## src/rtl/indec_pkg.sv

```systemverilog
// Shared opcodes, pulse indices, FSM state and stage-width helper for indec_stream.
package indec_pkg;

  typedef enum logic {ST_IDLE, ST_PAYLOAD} state_e;

  localparam int NPLS = 17;
  localparam int P_SFT_RST     = 0;
  localparam int P_ARM         = 1;
  localparam int P_ID          = 2;
  localparam int P_RD_META     = 3;
  localparam int P_FIN_NOW     = 4;
  localparam int P_RD_INP      = 5;
  localparam int P_ARM_ADV     = 6;
  localparam int P_XON         = 7;
  localparam int P_XOFF        = 8;
  localparam int P_SET_DIV     = 9;
  localparam int P_SET_CNT     = 10;
  localparam int P_SET_FLGS    = 11;
  localparam int P_SET_ADV_CFG = 12;
  localparam int P_SET_ADV_DAT = 13;
  localparam int P_SET_MASK    = 14;
  localparam int P_SET_VAL     = 15;
  localparam int P_SET_CFG     = 16;

  localparam logic [7:0] OP_SFT_RST     = 8'h00;
  localparam logic [7:0] OP_ARM         = 8'h01;
  localparam logic [7:0] OP_ID          = 8'h02;
  localparam logic [7:0] OP_RD_META     = 8'h04;
  localparam logic [7:0] OP_FIN_NOW     = 8'h05;
  localparam logic [7:0] OP_RD_INP      = 8'h06;
  localparam logic [7:0] OP_ARM_ADV     = 8'h0F;
  localparam logic [7:0] OP_XON         = 8'h11;
  localparam logic [7:0] OP_XOFF        = 8'h13;
  localparam logic [7:0] OP_SET_DIV     = 8'h80;
  localparam logic [7:0] OP_SET_CNT     = 8'h81;
  localparam logic [7:0] OP_SET_FLGS    = 8'h82;
  localparam logic [7:0] OP_SET_ADV_CFG = 8'h9E;
  localparam logic [7:0] OP_SET_ADV_DAT = 8'h9F;
  localparam logic [3:0] OP_STG_HI      = 4'hC;
  localparam logic [1:0] SUB_MASK       = 2'd0;
  localparam logic [1:0] SUB_VAL        = 2'd1;
  localparam logic [1:0] SUB_CFG        = 2'd2;

  function automatic int stg_w(input int stages);
    return (stages > 1) ? $clog2(stages) : 1;
  endfunction

endpackage

```

## src/rtl/indec_tmo.sv

```systemverilog
// Idle-cycle watchdog for long-command assembly; only built with LOGIP_CMD_TIMEOUT_EN.
module indec_tmo #(
  parameter int TMO_CYC = 100000
) (
  input  logic clk_i,
  input  logic rst_in,
  input  logic run_i,
  input  logic clr_i,
  output logic exp_o
);

  localparam int CW = $clog2(TMO_CYC + 1);

  logic [CW-1:0] cnt_q, cnt_d;

  // Expiry fires during the TMO_CYC-th consecutive idle cycle so the FSM leaves on that edge.
  assign exp_o = run_i && !clr_i && (cnt_q == CW'(TMO_CYC - 1));

  always_comb begin
    cnt_d = cnt_q + CW'(1);
    if (!run_i || clr_i || exp_o) cnt_d = '0;
  end

  always_ff @(posedge clk_i or negedge rst_in) begin
    if (!rst_in) cnt_q <= '0;
    else         cnt_q <= cnt_d;
  end

endmodule

```

## src/rtl/indec_stream.sv

```systemverilog
// UART byte-stream command decoder: short 1-byte commands and 5-byte long commands.
// Optional idle timeout on partial long commands: define LOGIP_CMD_TIMEOUT_EN.
module indec_stream
  import indec_pkg::*;
#(
  parameter  int STAGES  = 4,
  parameter  int TMO_CYC = 100000,
  localparam int STG_W   = stg_w(STAGES)
) (
  input  logic             clk_i,
  input  logic             rst_in,
  input  logic             stb_i,
  input  logic [7:0]       dat_i,
  output logic [31:0]      cmd_o,
  output logic [STG_W-1:0] stg_o,
  output logic             sft_rst_o,
  output logic             arm_o,
  output logic             id_o,
  output logic             rd_meta_o,
  output logic             fin_now_o,
  output logic             rd_inp_o,
  output logic             arm_adv_o,
  output logic             xon_o,
  output logic             xoff_o,
  output logic             set_div_o,
  output logic             set_cnt_o,
  output logic             set_flgs_o,
  output logic             set_adv_cfg_o,
  output logic             set_adv_dat_o,
  output logic             set_mask_o,
  output logic             set_val_o,
  output logic             set_cfg_o,
  output logic             err_o,
  output logic             busy_o
);

  state_e            state_q, state_d;
  logic [1:0]        cnt_q, cnt_d;
  logic [7:0]        op_q, op_d;
  logic [31:0]       cmd_q, cmd_d;
  logic [STG_W-1:0]  stg_q, stg_d;
  logic [NPLS-1:0]   pls_q, pls_d;
  logic              err_q, err_d;
  logic              tmo_exp;

`ifdef LOGIP_CMD_TIMEOUT_EN
  indec_tmo #(.TMO_CYC(TMO_CYC)) u_tmo (
    .clk_i (clk_i),
    .rst_in(rst_in),
    .run_i (state_q == ST_PAYLOAD),
    .clr_i (stb_i),
    .exp_o (tmo_exp)
  );
`else
  assign tmo_exp = 1'b0;
`endif

  always_comb begin
    state_d = state_q;
    cnt_d   = cnt_q;
    op_d    = op_q;
    cmd_d   = cmd_q;
    stg_d   = stg_q;
    pls_d   = '0;
    err_d   = 1'b0;
    case (state_q)
      ST_IDLE: if (stb_i) begin
        if (dat_i[7]) begin
          op_d    = dat_i;
          cnt_d   = 2'd0;
          state_d = ST_PAYLOAD;
        end else begin
          case (dat_i)
            OP_SFT_RST: pls_d[P_SFT_RST] = 1'b1;
            OP_ARM:     pls_d[P_ARM]     = 1'b1;
            OP_ID:      pls_d[P_ID]      = 1'b1;
            OP_RD_META: pls_d[P_RD_META] = 1'b1;
            OP_FIN_NOW: pls_d[P_FIN_NOW] = 1'b1;
            OP_RD_INP:  pls_d[P_RD_INP]  = 1'b1;
            OP_ARM_ADV: pls_d[P_ARM_ADV] = 1'b1;
            OP_XON:     pls_d[P_XON]     = 1'b1;
            OP_XOFF:    pls_d[P_XOFF]    = 1'b1;
            default:    err_d            = 1'b1;
          endcase
        end
      end
      ST_PAYLOAD: if (stb_i) begin
        cmd_d[{cnt_q, 3'b000} +: 8] = dat_i;
        cnt_d = cnt_q + 2'd1;
        if (cnt_q == 2'd3) begin
          state_d = ST_IDLE;
          // Stage opcodes are 0xC0..0xCF: stage in [3:2], sub-command in [1:0].
          if (op_q[7:4] == OP_STG_HI) begin
            if (int'(op_q[3:2]) < STAGES && op_q[1:0] != 2'b11) begin
              stg_d = STG_W'(op_q[3:2]);
              case (op_q[1:0])
                SUB_MASK: pls_d[P_SET_MASK] = 1'b1;
                SUB_VAL:  pls_d[P_SET_VAL]  = 1'b1;
                default:  pls_d[P_SET_CFG]  = 1'b1;
              endcase
            end else begin
              err_d = 1'b1;
            end
          end else begin
            case (op_q)
              OP_SET_DIV:     pls_d[P_SET_DIV]     = 1'b1;
              OP_SET_CNT:     pls_d[P_SET_CNT]     = 1'b1;
              OP_SET_FLGS:    pls_d[P_SET_FLGS]    = 1'b1;
              OP_SET_ADV_CFG: pls_d[P_SET_ADV_CFG] = 1'b1;
              OP_SET_ADV_DAT: pls_d[P_SET_ADV_DAT] = 1'b1;
              default:        err_d                = 1'b1;
            endcase
          end
        end
      end else if (tmo_exp) begin
        state_d = ST_IDLE;
        err_d   = 1'b1;
      end
      default: state_d = ST_IDLE;
    endcase
  end

  always_ff @(posedge clk_i or negedge rst_in) begin
    if (!rst_in) begin
      state_q <= ST_IDLE;
      cnt_q   <= '0;
      op_q    <= '0;
      cmd_q   <= '0;
      stg_q   <= '0;
      pls_q   <= '0;
      err_q   <= 1'b0;
    end else begin
      state_q <= state_d;
      cnt_q   <= cnt_d;
      op_q    <= op_d;
      cmd_q   <= cmd_d;
      stg_q   <= stg_d;
      pls_q   <= pls_d;
      err_q   <= err_d;
    end
  end

  assign cmd_o         = cmd_q;
  assign stg_o         = stg_q;
  assign err_o         = err_q;
  assign busy_o        = (state_q == ST_PAYLOAD);
  assign sft_rst_o     = pls_q[P_SFT_RST];
  assign arm_o         = pls_q[P_ARM];
  assign id_o          = pls_q[P_ID];
  assign rd_meta_o     = pls_q[P_RD_META];
  assign fin_now_o     = pls_q[P_FIN_NOW];
  assign rd_inp_o      = pls_q[P_RD_INP];
  assign arm_adv_o     = pls_q[P_ARM_ADV];
  assign xon_o         = pls_q[P_XON];
  assign xoff_o        = pls_q[P_XOFF];
  assign set_div_o     = pls_q[P_SET_DIV];
  assign set_cnt_o     = pls_q[P_SET_CNT];
  assign set_flgs_o    = pls_q[P_SET_FLGS];
  assign set_adv_cfg_o = pls_q[P_SET_ADV_CFG];
  assign set_adv_dat_o = pls_q[P_SET_ADV_DAT];
  assign set_mask_o    = pls_q[P_SET_MASK];
  assign set_val_o     = pls_q[P_SET_VAL];
  assign set_cfg_o     = pls_q[P_SET_CFG];

endmodule

```

## config.mk

```make
export PLATFORM = sky130hd
export DESIGN_NAME = indec_stream
export DESIGN_NICKNAME = d
export VERILOG_FILES = /design/src/rtl/indec_pkg.sv /design/src/rtl/indec_tmo.sv /design/src/rtl/indec_stream.sv
export SDC_FILE = /design/constraint.sdc
export NUM_CORES = 1
export LEC_CHECK = 0
export CAP_MARGIN = 20
export CELL_PAD_IN_SITES_DETAIL_PLACEMENT = 2
export CELL_PAD_IN_SITES_GLOBAL_PLACEMENT = 2
export CORE_ASPECT_RATIO = 1.25
export CORE_MARGIN = 2
export CORE_UTILIZATION = 35
export DETAILED_ROUTE_END_ITERATION = 12
export PLACE_DENSITY_LB_ADDON = 0.2
export SKIP_LAST_GASP = 1
export SYNTH_ARGS = -nofsm -noshare
export SYNTH_HDL_FRONTEND = slang
export SYNTH_SLANG_ARGS = --single-unit
```

## constraint.sdc

```tcl
create_clock -name clk_i -period 4.1 [get_ports clk_i]
set_input_delay 0.615 -clock clk_i [delete_from_list [all_inputs] [get_ports clk_i]]
set_output_delay 0.615 -clock clk_i [all_outputs]
set_load 0.02 [all_outputs]
```

After elaboration in Yosys (flattened, before gate mapping)

Index checks and enable logic that the tools add are counted.

Input port bits: 11
Register bits after elaboration: 63
Word-level logic and storage cells: 86
Output and inout port bits: 53

Equal/unequal tests: 20
Add/sub/neg operators: 2
Mux-type cells: 45
Reductions and logical operators: 9
Bitwise operators: 1
Shift-type cells: 2

Operators by type and width:

| cell                                                 | number |
|---|---|
| == test 8 bit, second input constant                 | 5 |
| bitwise mux 32 bit                                   | 1 |
| variable shift 8 x 7 -> 32 bit, first input constant | 1 |
| variable part select 8 x 7 -> 32 bit                 | 1 |
| two-way mux 1 bit                                    | 29 |
| two-way mux 9 bit                                    | 3 |
| == test 8 x 3 -> 1 bit, second input constant        | 3 |
| two-way mux 8 bit                                    | 3 |
| == test 8 x 5 -> 1 bit, second input constant        | 2 |
| OR reduction 9 bit                                   | 1 |
| == test 8 x 1 -> 1 bit, second input constant        | 1 |
| == test 8 x 2 -> 1 bit, second input constant        | 1 |
| == test 8 x 4 -> 1 bit, second input constant        | 1 |
| zero test 8 bit                                      | 1 |
| != test 2 bit, second input constant                 | 4 |
| negator 5 -> 7 bit                                   | 1 |
| two-way mux 2 bit                                    | 3 |
| two-way mux 3 bit                                    | 2 |
| AND reduction 3 bit                                  | 2 |
| two-way mux 5 bit                                    | 1 |
| AND reduction 5 bit                                  | 1 |
| OR reduction 5 bit                                   | 1 |
| == test 4 bit, second input constant                 | 1 |
| case mux 1 bit (2 select lines)                      | 2 |
| other kinds (8)                                      | 8 |

Depth between registers and ports, before layout

Depth after elaboration: 8
Gate-level depth with buffers: 5
Depth with buffers taken out: 5

Worst setup path before layout

No wires, ideal clock.

Path kind: reg2reg
From: reg cnt_q[0]
To: reg cmd_q[0], in the netlist cmd_o[0]
Clock period less this slack: 1.689 ns
Setup slack: 2.411 ns
Stages on the path, launching flop included: 5
Data required time: 4.033 ns
Setup time: 0.067 ns
Path buffers: 0
Data arrival time: 1.622 ns
Path through: dfrtp_1 > inv_4 > ha_1 > nor4b_4 > a22o_1

Longest elaborated chain between the ends: 3
Elaborated cells between the ends (all ways): 4
Those cells by class: 1 x add/sub; 2 x shift; 1 x mux

RTL lines:

| item                                                                                   | RTL line            | source |
|---|---|---|
| start, declared                                                                        | indec_stream.sv:38  | `logic [1:0] cnt_q, cnt_d;` |
| start signal, assigned                                                                 | indec_stream.sv:134 | `cnt_q <= cnt_d;` |
| negator 5 -> 7 bit (*)                                                                 | indec_stream.sv:88  | `cmd_d[{cnt_q, 3'b000} +: 8] = dat_i;` |
| variable part select 8 x 7 -> 32 bit or variable shift 8 x 7 -> 32 bit (tied branches) | indec_stream.sv:88  |  |
| bitwise mux 32 bit (*)                                                                 | indec_stream.sv:88  |  |
| end signal, assigned                                                                   | indec_stream.sv:136 | `cmd_q <= cmd_d;` |
| end, declared                                                                          | indec_stream.sv:40  | `logic [31:0] cmd_q, cmd_d;` |

Mark *: on every way between the ends. The rest lies on a longest branch, timed or not.
A chain may end at the register's enable or synchronous reset.

Final worst setup path

From: in stb_i
To: reg cmd_q[31], in the netlist cmd_o[31]

Longest elaborated chain between the ends: 1

RTL lines:

| item                          | RTL line           | source |
|---|---|---|
| start, declared               | indec_stream.sv:12 | `input logic stb_i,` |
| AND reduction 2 bit (no line) | --                 |  |

No other way between the ends.

==> results.json <==
{
  "outcome": "completed",
  "synth-edff-count": 0,
  "pin_count": 64,
  "comb_power_share_pct": 33.9,
  "htree_num_levels": 3,
  "synth.avg_cell_area_um2": 13.75,
  "synth-seq-area-share_pct": 61.64,
  "ys_warn_count": 0,
  "nNetsFinal": 268,
  "crit_path_start": "stb_i",
  "instances_no_fill": 347,
  "grt_usage_pct": 19.39,
  "r2r_end": "cmd_o[31]$_DFFE_PN0P_",
  "start_util_pct": 36.43,
  "hold_viol": 0,
  "pwr-share-clk_pct": 26.3,
  "fp-row-count": 34,
  "place_congestion": 0.7862,
  "die_area_um2": 8011,
  "worst_slew_pin_slew_ps": 927.8,
  "first_global_vias": 2041,
  "dp_hpwl_mm": 4.581,
  "rsz0062_at_grt": "no",
  "cp-end-kind": "register",
  "fin_crit_ps": 2439,
  "syn_inst": 186,
  "async_flop_share_pct": 100.0,
  "rrSetupSlack_ps": 2080,
  "max_cap_viol_count": 0,
  "vias": 1846,
  "power_density_nw_per_um2": 667.0,
  "p_leak_nw": 1.490,
  "finalSetupViolCount": 0,
  "cts_root_buf": "clkbuf_8",
  "startpoint_type": "primary input",
  "r2r_start": "busy_o$_DFF_PN0_",
  "wl_mm": 6.936,
  "power.switching_w": 0.0007966,
  "antenna_left": 0,
  "clkSinkCount": 63,
  "cts_tree": "done",
  "viasPerCell": 5.320,
  "fmax_mhz": 410.0,
  "worstPathArrival_ps": 2710,
  "drv_slew": 0,
  "path_class": "primary input to register",
  "cts.path.max_buffers": 2,
  "power_w": 0.002322,
  "ir_drop_v": 0.0003038,
  "hold_path.class": "primary input to asynchronous set/reset pin",
  "worstRegToRegCells": 3,
  "dp.cells": 331,
  "first_iter_violations": 76,
  "areaGrowthSynthToFinish_pct": 36.11,
  "drt_pass1_iterations": 4,
  "grt-ovfl-total": 0,
  "die_h_um": 99.57,
  "core_um2": 7019,
  "yosys_most_used_dff": "dfrtp_1",
  "post-route-util_pct": 49.59,
  "clk_latency_ps": 340,
  "min_period_over_period_pct": 59.49,
  "worstPathRequired_ps": 4370,
  "numCtsBuffers": 9,
  "slew_headroom_pct": 38.15,
  "switching_share_pct": 34.31,
  "tns_ps": 0,
  "cts_resized": 0,
  "synth_area_um2": 2557,
  "ys_types": 33,
  "p_int_w": 0.001525,
  "route.detailed.drc": 0,
  "ctsHoldBuffers": 0,
  "cts_setup_buffers": 0,
  "grt_max_degree": 44,
  "layout-drive-gt1-share_pct": 13.62,
  "p_seq_share_pct": 39.9,
  "n_antenna_cell": 0,
  "antenna_found_initial": 0,
  "portBuffers": 63,
  "synth_seq_cells": 63,
  "syn-num-nets": 202,
  "dieWidth_um": 80.46,
  "wl_per_cell_um": 19.99,
  "crit_path_max_fanout": 12,
  "clk_pin_slew_worst_paths_ps": 70,
  "grt_pass1_wl_mm": 11.49,
  "fill_cells": 679,
  "skew_ps": 4.573
}
==> power by group through the flow <==
stage	logic (W)	registers (W)	clock network, W
floorplan	0.000366	0.00101	0
global placement	0.000764	0.000927	0
detailed placement	0.000785	0.000931	0
CTS	0.000798	0.000926	0.000627
global route	0.000840	0.000945	0.000659
finish	0.000787	0.000926	0.000610
==> layout make-up <==
type	instances	area, um^2	share of cell area [%]
flip-flops and latches	63	1577	45.29
multi-input cells	112	924.6	26.56
clock buffers	13	158.9	4.565
inverters	2	10.01	0.2876
well taps	90	112.6	3.235
clock inverters	3	65.06	1.869
repair buffers	64	633.1	18.19
==> placed cells by master, fill, tap and decap left out, drive strengths merged <==
cell,count
nor2b,1
o211ai,2
a32o,2
inv,2
a22o,32
nand4,3
nor4,3
nand2b,3
clkbuf,13
o21ai,1
and4b,1
nor3b,3
nor2,18
bufinv,2
clkinv,1
ha,5
mux2,9
a21boi,1
nand4b,1
clkdlybuf4s50,62
nor4bb,1
and3,1
nand3b,4
a21oi,3
nor3,4
nand2,4
dfrtp,63
nor4b,3
buf,2
nand3,7
==> synth_stat cells (all sizes together), types with 2 or more instances <==
master / count / area, um^2
dfrtp: 63 / 1577
a22o: 32 / 280.3
nor2: 18 / 67.56
mux2: 9 / 101.4
nand3: 7 / 72.57
clkbuf: 6 / 22.52
ha: 5 / 62.56
nand2: 4 / 15.01
nand3b: 4 / 30.03
nor3: 4 / 20.02
a21oi: 3 / 15.01
buf: 3 / 23.77
nand2b: 3 / 18.77
nand4: 3 / 18.77
nor3b: 3 / 27.52
nor4: 3 / 33.78
nor4b: 3 / 71.32
a32o: 2 / 20.02
inv: 2 / 10.01
o211ai: 2 / 15.01
==> worst max-delay path, stage by stage <==
cell and delay [ps]:
clkdlybuf4s50_1 810, nand3_1 540, nor4_4 530, a22o_1 220
==> per-layer routing <==
layer  global-route usage [%]  share of wire (%)  vias to the layer above
li1                         -                  -                      823
met1                    24.29                 43                      960
met2                    32.56                 52                       49
met3                    3.085                2.4                       14
met4                    8.996                1.9                        0
met5                        0                  0                        -
==> worst max-delay path by stage <==
stage,endpoint,slack [ps],cells after the start
final,cmd_o[31]$_DFFE_PN0P_,1660,4
after global routing,cmd_o[29]$_DFFE_PN0P_,1440,4
after global placement,cmd_o[31]$_DFFE_PN0P_,1440,4
after floorplan,cmd_o[0]$_DFFE_PN0P_,2410,4
after CTS,cmd_o[31]$_DFFE_PN0P_,1680,4
after detailed placement,cmd_o[31]$_DFFE_PN0P_,1330,4
==> state kept, by name (all words and copies together) (netlist names) <==
signal	count
op_q	8
pls_q	17
busy_o	1
cnt_q	2
err_o	1
cmd_o	32
stg_o	2
==> kinds of logic (layout without fill, tap and decap cells) <==
group | after synthesis | in the layout | share of synthesized area [%]
adder cells (fa/ha/maj) | 5 | 5 | 2.446
AO/OA/AOI/OAI | 41 | 41 | 13.40
flip-flops | 63 | 63 | 61.64
buffers and inverters | 11 | 82 | 2.201
AND/OR/NAND/NOR | 57 | 57 | 16.34
multiplexers | 9 | 9 | 3.963
==> through the flow <==
stage,hold WS (ps),worst slack (ps),cell area (um^2)
CTS,444.9,1675,3481
floorplan,319.4,2411,2557
global route,493.6,1441,3481
detailed placement,471.4,1329,3257
global placement,460.5,1439,3257
finish,406.2,1661,3481
(Power assumes the default switching activity.)
